## config.mk

```make
export PLATFORM = sky130hd
export DESIGN_NAME = sram_arbiter
export DESIGN_NICKNAME = d
export VERILOG_FILES = /design/src/rtl/sram_arbiter_pkg.sv /design/src/rtl/sram_arbiter_timer.sv /design/src/rtl/sram_arbiter.sv
export SDC_FILE = /design/constraint.sdc
export NUM_CORES = 1
export LEC_CHECK = 0
export CAP_MARGIN = 0
export CORE_UTILIZATION = 41
export CTS_CLUSTER_SIZE = 14
export DETAILED_ROUTE_END_ITERATION = 6
export GPL_ROUTABILITY_DRIVEN = 0
export PLACE_DENSITY = 0.81
export SLEW_MARGIN = 20
export SYNTH_ARGS = -nofsm -noshare
export SYNTH_HDL_FRONTEND = slang
export SYNTH_SLANG_ARGS = --single-unit
```

## constraint.sdc

```tcl
create_clock -name master_clk_i -period 2.3 [get_ports master_clk_i]
set_input_delay 0.345 -clock master_clk_i [delete_from_list [all_inputs] [get_ports master_clk_i]]
set_output_delay 0.345 -clock master_clk_i [all_outputs]
set_load 0.005 [all_outputs]
```

## src/rtl/sram_arbiter_pkg.sv

```systemverilog
// Shared definitions for the SRAM arbiter slice:
// FSM encoding, SRAM idle levels and access-length limits.
package sram_arbiter_pkg;

   typedef enum logic [1:0] {
      ST_IDLE,
      ST_SETUP,
      ST_ACCESS,
      ST_HOLD
   } state_t;

   typedef enum logic {
      OWN_BOOT,
      OWN_CPU
   } owner_t;

   localparam logic       CTRL_IDLE  = 1'b1;
   localparam logic [1:0] LANES_IDLE = 2'b11;
   localparam logic [1:0] LANES_ALL  = 2'b00;

   localparam int WAIT_MIN = 1;
   localparam int WAIT_MAX = 15;

   // Timer starts one below the length because it counts down to zero
   function automatic logic [3:0] timer_load(int unsigned w);
      return 4'(w - 1);
   endfunction

endpackage

```

## src/rtl/sram_arbiter_timer.sv

```systemverilog
// ACCESS-phase down counter: load, decrement, zero flag.
// The zero flag marks the last clock of the phase.
module sram_access_timer
   import sram_arbiter_pkg::*;
(
   input  logic       clk,
   input  logic       rst_n,
   input  logic       load,
   input  logic       dec,
   input  logic [3:0] load_val,
   output logic       zero
);

   logic [3:0] cnt;

   // Load takes priority so a new phase always restarts cleanly
   always_ff @(posedge clk or negedge rst_n) begin
      if (!rst_n) begin
         cnt <= 4'd0;
      end else if (load) begin
         cnt <= load_val;
      end else if (dec) begin
         cnt <= cnt - 4'd1;
      end
   end

   assign zero = (cnt == 4'd0);

endmodule

```

## src/rtl/sram_arbiter.sv

```systemverilog
// Two-master asynchronous SRAM arbiter: bootstrap writes until
// init is done, then the CPU owns the memory.
module sram_arbiter
   import sram_arbiter_pkg::*;
#(
   parameter int WAIT_CYCLES = 3,
   parameter int ADDR_W      = 22
) (
   input  logic              master_clk_i,
   input  logic              master_rst_n_i,
   input  logic              bootstrap_initdone_i,
   input  logic              boot_req_i,
   input  logic [ADDR_W-1:0] boot_addr_i,
   input  logic [15:0]       boot_wdata_i,
   output logic              boot_ack_o,
   input  logic              cpu_req_i,
   input  logic              cpu_we_i,
   input  logic [ADDR_W-1:0] cpu_addr_i,
   input  logic [15:0]       cpu_wdata_i,
   input  logic [1:0]        cpu_be_i,
   output logic              cpu_ack_o,
   output logic [15:0]       cpu_rdata_o,
   output logic [ADDR_W-1:0] sram_address_o,
   output logic [15:0]       sram_datain_o,
   input  logic [15:0]       sram_dataout_i,
   output logic              sram_cs_o,
   output logic              sram_oe_o,
   output logic              sram_we_o,
   output logic              sram_adv_o,
   output logic [1:0]        sram_lb_ub_o,
   output logic              error_o
);

   if (WAIT_CYCLES < WAIT_MIN || WAIT_CYCLES > WAIT_MAX) begin : g_bad_wait
      $error("sram_arbiter: WAIT_CYCLES out of range");
   end

   state_t state;
   owner_t owner;
   logic   wr_q;
   logic   t_zero;

   sram_access_timer u_timer (
      .clk      (master_clk_i),
      .rst_n    (master_rst_n_i),
      .load     (state == ST_SETUP),
      .dec      ((state == ST_ACCESS) && !t_zero),
      .load_val (timer_load(WAIT_CYCLES)),
      .zero     (t_zero)
   );

   // Asynchronous SRAM runs without address-valid strobes
   assign sram_adv_o = 1'b0;

   // Grant, sequence the SRAM strobes and issue the completion pulse
   always_ff @(posedge master_clk_i or negedge master_rst_n_i) begin
      if (!master_rst_n_i) begin
         state          <= ST_IDLE;
         owner          <= OWN_BOOT;
         wr_q           <= 1'b0;
         sram_cs_o      <= CTRL_IDLE;
         sram_oe_o      <= CTRL_IDLE;
         sram_we_o      <= CTRL_IDLE;
         sram_lb_ub_o   <= LANES_IDLE;
         sram_address_o <= '0;
         sram_datain_o  <= '0;
         cpu_rdata_o    <= '0;
         boot_ack_o     <= 1'b0;
         cpu_ack_o      <= 1'b0;
         error_o        <= 1'b0;
      end else begin
         unique case (state)
            ST_IDLE: begin
               if (bootstrap_initdone_i && boot_req_i) begin
                  error_o <= 1'b1;
               end
               if (!bootstrap_initdone_i && boot_req_i) begin
                  state          <= ST_SETUP;
                  owner          <= OWN_BOOT;
                  wr_q           <= 1'b1;
                  sram_address_o <= boot_addr_i;
                  sram_datain_o  <= boot_wdata_i;
                  sram_lb_ub_o   <= LANES_ALL;
                  sram_cs_o      <= 1'b0;
               end else if (bootstrap_initdone_i && cpu_req_i) begin
                  state          <= ST_SETUP;
                  owner          <= OWN_CPU;
                  wr_q           <= cpu_we_i;
                  sram_address_o <= cpu_addr_i;
                  sram_datain_o  <= cpu_wdata_i;
                  sram_lb_ub_o   <= ~cpu_be_i;
                  sram_cs_o      <= 1'b0;
                  if (cpu_be_i == 2'b00) begin
                     error_o <= 1'b1;
                  end
               end
            end
            ST_SETUP: begin
               state <= ST_ACCESS;
               if (wr_q) begin
                  sram_we_o <= 1'b0;
               end else begin
                  sram_oe_o <= 1'b0;
               end
            end
            ST_ACCESS: begin
               if (t_zero) begin
                  state     <= ST_HOLD;
                  sram_we_o <= CTRL_IDLE;
                  sram_oe_o <= CTRL_IDLE;
                  if (!wr_q) begin
                     cpu_rdata_o <= sram_dataout_i;
                  end
                  if (owner == OWN_BOOT) begin
                     boot_ack_o <= 1'b1;
                  end else begin
                     cpu_ack_o <= 1'b1;
                  end
               end
            end
            ST_HOLD: begin
               state        <= ST_IDLE;
               sram_cs_o    <= CTRL_IDLE;
               sram_lb_ub_o <= LANES_IDLE;
               boot_ack_o   <= 1'b0;
               cpu_ack_o    <= 1'b0;
            end
            default: state <= ST_IDLE;
         endcase
      end
   end

endmodule

```

==> impl_metrics.json, run 1 <==
{
  "setup_slack_ns": 0.2956,
  "cts_resized": 0,
  "synthArstFlopShare_pct": 100.0,
  "end_kind": "flip-flop",
  "r2r_end": "cpu_rdata_o[1]",
  "ff_latch_area_sq_um": 1758,
  "rsz0062_at_grt": "false",
  "setup-violations-final": 0,
  "drcViolationCount": 0,
  "post_cts_buffers": 0,
  "grt_pass1_vias": 2716,
  "ir_drop_uv": 629.2,
  "die_w_um": 93.23,
  "htreeDepth": 3,
  "final_common_cell": "clkdlybuf4s50_1",
  "insertion_delay_ns": 0.33,
  "tightest_slew_ns": 0.5839,
  "synth_flop_cell": "dfrtp_1",
  "worstPathArrival_ns": 2.22,
  "routedWlPerCell_um": 16.46,
  "r2r_start": "u_timer.cnt[0]",
  "total_power_mw": 5.899,
  "finalHoldViolations": 0,
  "syn_area_per_cell_sq_um": 13.59,
  "ant_nets": 0,
  "io_buffers": 161,
  "viasPerCell": 4.967,
  "ctsHoldBuffers": 0,
  "switching_power_mw": 1.699,
  "p_comb_share_pct": 47.4,
  "fillers": 609,
  "rr_worst_depth": 6,
  "ff2ff_setup_slack_ns": 0.30,
  "grt_usage_pct": 20.42,
  "required_ns": 2.51,
  "clock.fmax_ghz": 0.4989,
  "num_rows": 32,
  "cp_slowest_cell": "dfrtp_1",
  "cts.clk_slew.worst_paths_ns": 0.07,
  "drv_slew": 0,
  "ys_seq_elements": 70,
  "syn_to_final_growth_pct": 56.25,
  "setup_tns_ns": 0,
  "initial_core_util_pct": 43.26,
  "synth_warnings": 0,
  "synth_area_sq_um": 3412,
  "fin_skew_ns": 0.006494,
  "outcome": "finished clean",
  "mostFrequentLayoutCells": "clkdlybuf4s50_1, mux2_2, dfrtp_1",
  "cts_sinks": 70,
  "root_buffer": "clkbuf_8",
  "drive_gt1_share_pct": 29.93,
  "hpwlAfterDp_um": 6497,
  "ios": 163,
  "numCtsBuffers": 9,
  "multi_input_area_sq_um": 1541,
  "crit_fanout": 16,
  "power.internal_mw": 4.200,
  "drt_first_pass_iters": 4,
  "cts.path.max_buffers": 2,
  "finalInstanceArea_sq_um": 5331,
  "syn-instance-count": 251,
  "sequentialPowerShare_pct": 37.9,
  "criticalPathCategory": "reg -> reg",
  "max_stage_delay_ns": 0.38,
  "core_area_sq_um": 7888,
  "timing.final.crit_period_ns": 2.004,
  "grt-ovfl-total": 0,
  "holdWs_ns": 0.008267,
  "path_delay_family": "simple AND/OR/NAND/NOR gates",
  "die_y_um": 93.23,
  "critPathBufInv": 2,
  "antennaDiodeCount": 0,
  "p_leak_nw": 2.211,
  "synth_fp_nets": 358,
  "min_period_over_period_pct": 87.15,
  "swShare_pct": 28.80,
  "vias": 2598,
  "dpl-instance-area_sq_um": 5164,
  "antenna_found_initial": 0,
  "synth_enable_flop_cells": 0,
  "powerDensity_nw_per_um2": 1107,
  "worstPathCellList": "inv_1 > ha_1 > or3b_1 > or3_1 > buf_4 > mux2_4",
  "drt-total-wl_um": 8608,
  "place_ws_ns": 0.2035,
  "cts_tree": "built",
  "worstHoldPathType": "in -> async",
  "grt_max_degree": 40,
  "maxCapViolations": 0,
  "slew-limit-headroom_pct": 61.07,
  "grt_pass1_wl_um": 13690,
  "power_frac_clock_pct": 14.7,
  "dieArea_sq_um": 8691,
  "drt_iter0_markers": 62,
  "yosysUniqueCellTypes": 40,
  "nNetsFinal": 524,
  "ys_seq_area_share_pct": 51.52,
  "critPathLaunchType": "flip-flop"
}
[cells in the mapped netlist, types with 2 or more instances]
master    instances  area share (%)
mux2_2           83              27
nand2_1           4            0.44
nand2b_1          2            0.37
clkbuf_1          6            0.66
a21oi_1          11             1.6
mux2i_1           2            0.59
o211ai_1          2            0.44
buf_6             2            0.66
o21ai_0           3            0.44
dfrtp_1          65              48
buf_2             2            0.29
buf_1             3            0.33
a31oi_1           3            0.55
o22a_1            2            0.51
nor2_1            7            0.77
ha_1              7             2.6
nand3_1           2            0.29
inv_1            10             1.1
dfstp_2           5             3.9
mux2_4           10             4.4
[registers in the layout (all words and copies together) (netlist names)]
signal          count
sram_lb_ub_o        2
sram_address_o     22
boot_ack_o          1
owner               1
sram_oe_o           1
sram_we_o           1
state               2
u_timer.cnt         4
sram_datain_o      16
cpu_ack_o           1
cpu_rdata_o        16
error_o             1
sram_cs_o           1
wr_q                1
[cell type report]
class	instances	share of cell area (%)
clock inverter	1	0.09387
clock buffer	14	3.051
tap	102	2.394
inverter	10	0.7041
sequential	70	32.97
timing repair buffer	170	31.87
multi-input combinational	156	28.91
[routing by layer]
metal | vias to the layer above | global-route usage (%) | share of wire [%]
met3 | 11 | 6.016 | 8.4
met1 | 1252 | 25.07 | 41
met2 | 108 | 34.44 | 49
li1 | 1227 | - | -
met5 | - | 0 | 0
met4 | 0 | 6.538 | 1.1
[logic make-up (layout without fill, tap and decap cells)]
group | count (synthesis) | in the layout | synth area share (%)
mux | 95 | 95 | 32.38
flops | 70 | 70 | 51.52
compound gates | 32 | 32 | 6.308
buf+inv | 25 | 195 | 3.851
simple gates | 21 | 21 | 3.264
fa+ha+maj | 7 | 7 | 2.567
other cells | 1 | 1 | 0.1099
[power groups by stage]
stage,Sequential (mW),Combinational [mW],Clock (mW)
after detailed placement,2.26,2.83,0
final,2.24,2.80,0.867
after global routing,2.32,3.02,0.955
after CTS,2.25,2.84,0.894
after floorplan,2.24,1.23,0
after global placement,2.22,2.76,0
[worst max path at each step]
stage,from,endpoint,cells past startpoint
final,u_timer.cnt[0],cpu_rdata_o[1],6
after detailed placement,boot_req_i,sram_address_o[3],5
after floorplan,u_timer.cnt[0],cpu_rdata_o[0],8
after global routing,u_timer.cnt[0],cpu_rdata_o[9],6
after global placement,boot_req_i,sram_address_o[13],5
after CTS,u_timer.cnt[0],cpu_rdata_o[14],6
[through the flow]
| stage | utilization, % | instances |
|---|---|---|
| 3_5_place_dp | 65.47 | 508 |
| 2_1_floorplan | - | 251 |
| 6_report | 67.59 | 523 |
| 4_1_cts | 67.59 | 523 |
| 5_1_grt | 67.59 | 523 |
| 3_3_place_gp | 65.47 | 508 |
No activity file was read; power rests on OpenSTA's default activity.
==> run 2: changes to the inputs <==
ABC_AREA = 1   (was default)
PLACE_DENSITY = 0.8   (was 0.81)
==> impl_metrics.json, run 2 <==
{
  "cts_tree": "built",
  "grt_pass1_vias": 3395,
  "num_rows": 33,
  "required_ns": 2.52,
  "ys_seq_elements": 70,
  "initial_core_util_pct": 42.29,
  "cts.clk_slew.worst_paths_ns": 0.07,
  "grt_max_degree": 71,
  "rsz0062_at_grt": "false",
  "p_leak_nw": 2.681,
  "grt_pass1_wl_um": 15420,
  "rr_worst_depth": 7,
  "fillers": 702,
  "setup_tns_ns": 0,
  "multi_input_area_sq_um": 1529,
  "mostFrequentLayoutCells": "nand2_1, clkdlybuf4s50_1, dfrtp_1",
  "die_w_um": 93.83,
  "ios": 163,
  "ff_latch_area_sq_um": 1758,
  "hpwlAfterDp_um": 6772,
  "met2_length_um": 4535,
  "nNetsFinal": 732,
  "yosysUniqueCellTypes": 18,
  "top_register": "sram_address_o",
  "antennaDiodeCount": 0,
  "root_buffer": "clkbuf_8",
  "powerDensity_nw_per_um2": 1103,
  "utilization_pct": 65.69,
  "drcViolationCount": 0,
  "syn_area_per_cell_sq_um": 7.355,
  "antenna_found_initial": 0,
  "core_area_sq_um": 8175,
  "finalHoldViolations": 0,
  "drt-total-wl_um": 9328,
  "htreeDepth": 3,
  "largest_registers": "sram_address_o x22, cpu_rdata_o x16, sram_datain_o x16",
  "synth_warnings": 0,
  "synth_top_area_share_pct": 47.05,
  "clock.fmax_ghz": 0.5506,
  "end_kind": "flip-flop",
  "worstHoldPathType": "in -> async",
  "dieArea_sq_um": 8803,
  "drt_iter0_markers": 102,
  "die_y_um": 93.83,
  "setup-violations-final": 0,
  "numCtsBuffers": 9,
  "synth_enable_flop_cells": 0,
  "largest_reg_flops": 22,
  "yosysTopAreaCell": "dfrtp_1",
  "viasPerCell": 4.890,
  "wl_met3_um": 802,
  "routedWlPerCell_um": 12.69,
  "ir_drop_uv": 587.1,
  "crit_fanout": 16,
  "outcome": "finished clean",
  "drv_slew": 0,
  "ant_nets": 0,
  "yosys-top-cells-area": "dfrtp_1, nand2_1, nand3_1",
  "syn-instance-count": 470,
  "synth_fp_nets": 577,
  "maxCapViolations": 0,
  "insertion_delay_ns": 0.32,
  "drt_first_pass_iters": 4,
  "cts.path.max_buffers": 2,
  "synthArstFlopShare_pct": 100.0,
  "highest_layer": "met4",
  "timing.final.crit_period_ns": 1.816,
  "final_common_cell": "nand2_1",
  "ys_seq_area_share_pct": 50.85,
  "drive_gt1_share_pct": 5.238,
  "vias": 3594,
  "synthMostInstantiatedCell": "nand2_1",
  "post_cts_buffers": 0,
  "io_buffers": 161,
  "min_period_over_period_pct": 78.96,
  "cts_sinks": 70,
  "ctsHoldBuffers": 0,
  "tightest_slew_ns": 0.8455,
  "fin_skew_ns": 0.006247,
  "synth_common_cells": "nand2_1, dfrtp_1, nand3_1, inv_1, clkbuf_1",
  "slew-limit-headroom_pct": 43.63,
  "criticalPathCategory": "reg -> reg",
  "grt-ovfl-total": 0,
  "total_power_mw": 5.922,
  "cts_resized": 0,
  "grt_usage_pct": 22.69,
  "synth_flop_cell": "dfrtp_1",
  "critPathLaunchType": "flip-flop",
  "synth_area_sq_um": 3457,
  "syn_to_final_growth_pct": 55.34,
  "worstPathArrival_ns": 2.03,
  "met1_length_um": 3873
}
## run 2: path summary, 6_finish.rpt
path	from	endpoint	slack, ns
min in group master_clk_i	sram_oe_o	sram_oe_o	0.46
max reg2reg	state[0]	cpu_rdata_o[12]	0.48
min	master_rst_n_i	u_timer.cnt[2]	0.13
min reg2reg	sram_oe_o	sram_oe_o	0.46
max in group asynchronous	master_rst_n_i	sram_address_o[9]	1.62
max	state[0]	cpu_rdata_o[12]	0.48
## run 2: metal layers
layer	up-vias	track usage, %
met3	10	6.230
met5	-	0
met2	140	39.29
met4	0	8.077
met1	1664	26.87
li1	1780	-
## run 2: final cells by class
class	count	area share, %
Clock buffer	10	2.563
Clock inverter	6	1.584
Tap cell	105	2.446
Sequential cell	70	32.74
Timing Repair Buffer	169	31.08
Multi-Input combinational cell	359	28.47
Inverter	16	1.118
## run 2: critical path, stage by stage, from the launching register on
cell     delay, ns
dfrtp_1       0.42
inv_1         0.13
ha_1          0.28
inv_1         0.13
nor2_1        0.17
nand2_1       0.35
nand2_1       0.16
nand2_1       0.06
## run 2: logic make-up (layout without fill, tap and decap cells)
family                   after synthesis  count (layout)  share of synthesized area [%]
adder cells (fa/ha/maj)                7               7                          2.533
AO/OA/AOI/OAI                         17              17                          2.533
AND/OR/NAND/NOR                      334             334                          38.83
flip-flops                            70              70                          50.85
other                                  1               1                         0.1085
buffers and inverters                 41             201                          5.139
## run 2: through the flow
step	cells	hold WS [ns]	worst slack (ns)	instance area, sq um
2_1_floorplan	470	0.04941	0.8236	3457
3_3_place_gp	719	0.4482	0.5393	5147
3_5_place_dp	719	0.4545	0.4890	5147
4_1_cts	735	0.1457	0.4929	5370
5_1_grt	735	0.1951	0.2028	5370
6_report	735	0.1349	0.4838	5370
## run 2: power breakdown
| group | switching, mW | leakage (nW) | internal, mW |
|---|---|---|---|
| clock | 0.445 | 0.108 | 0.636 |
| sequential | 0.345 | 0.852 | 1.84 |
| combinational | 1.20 | 1.72 | 1.46 |
| total | 1.99 | 2.68 | 3.93 |
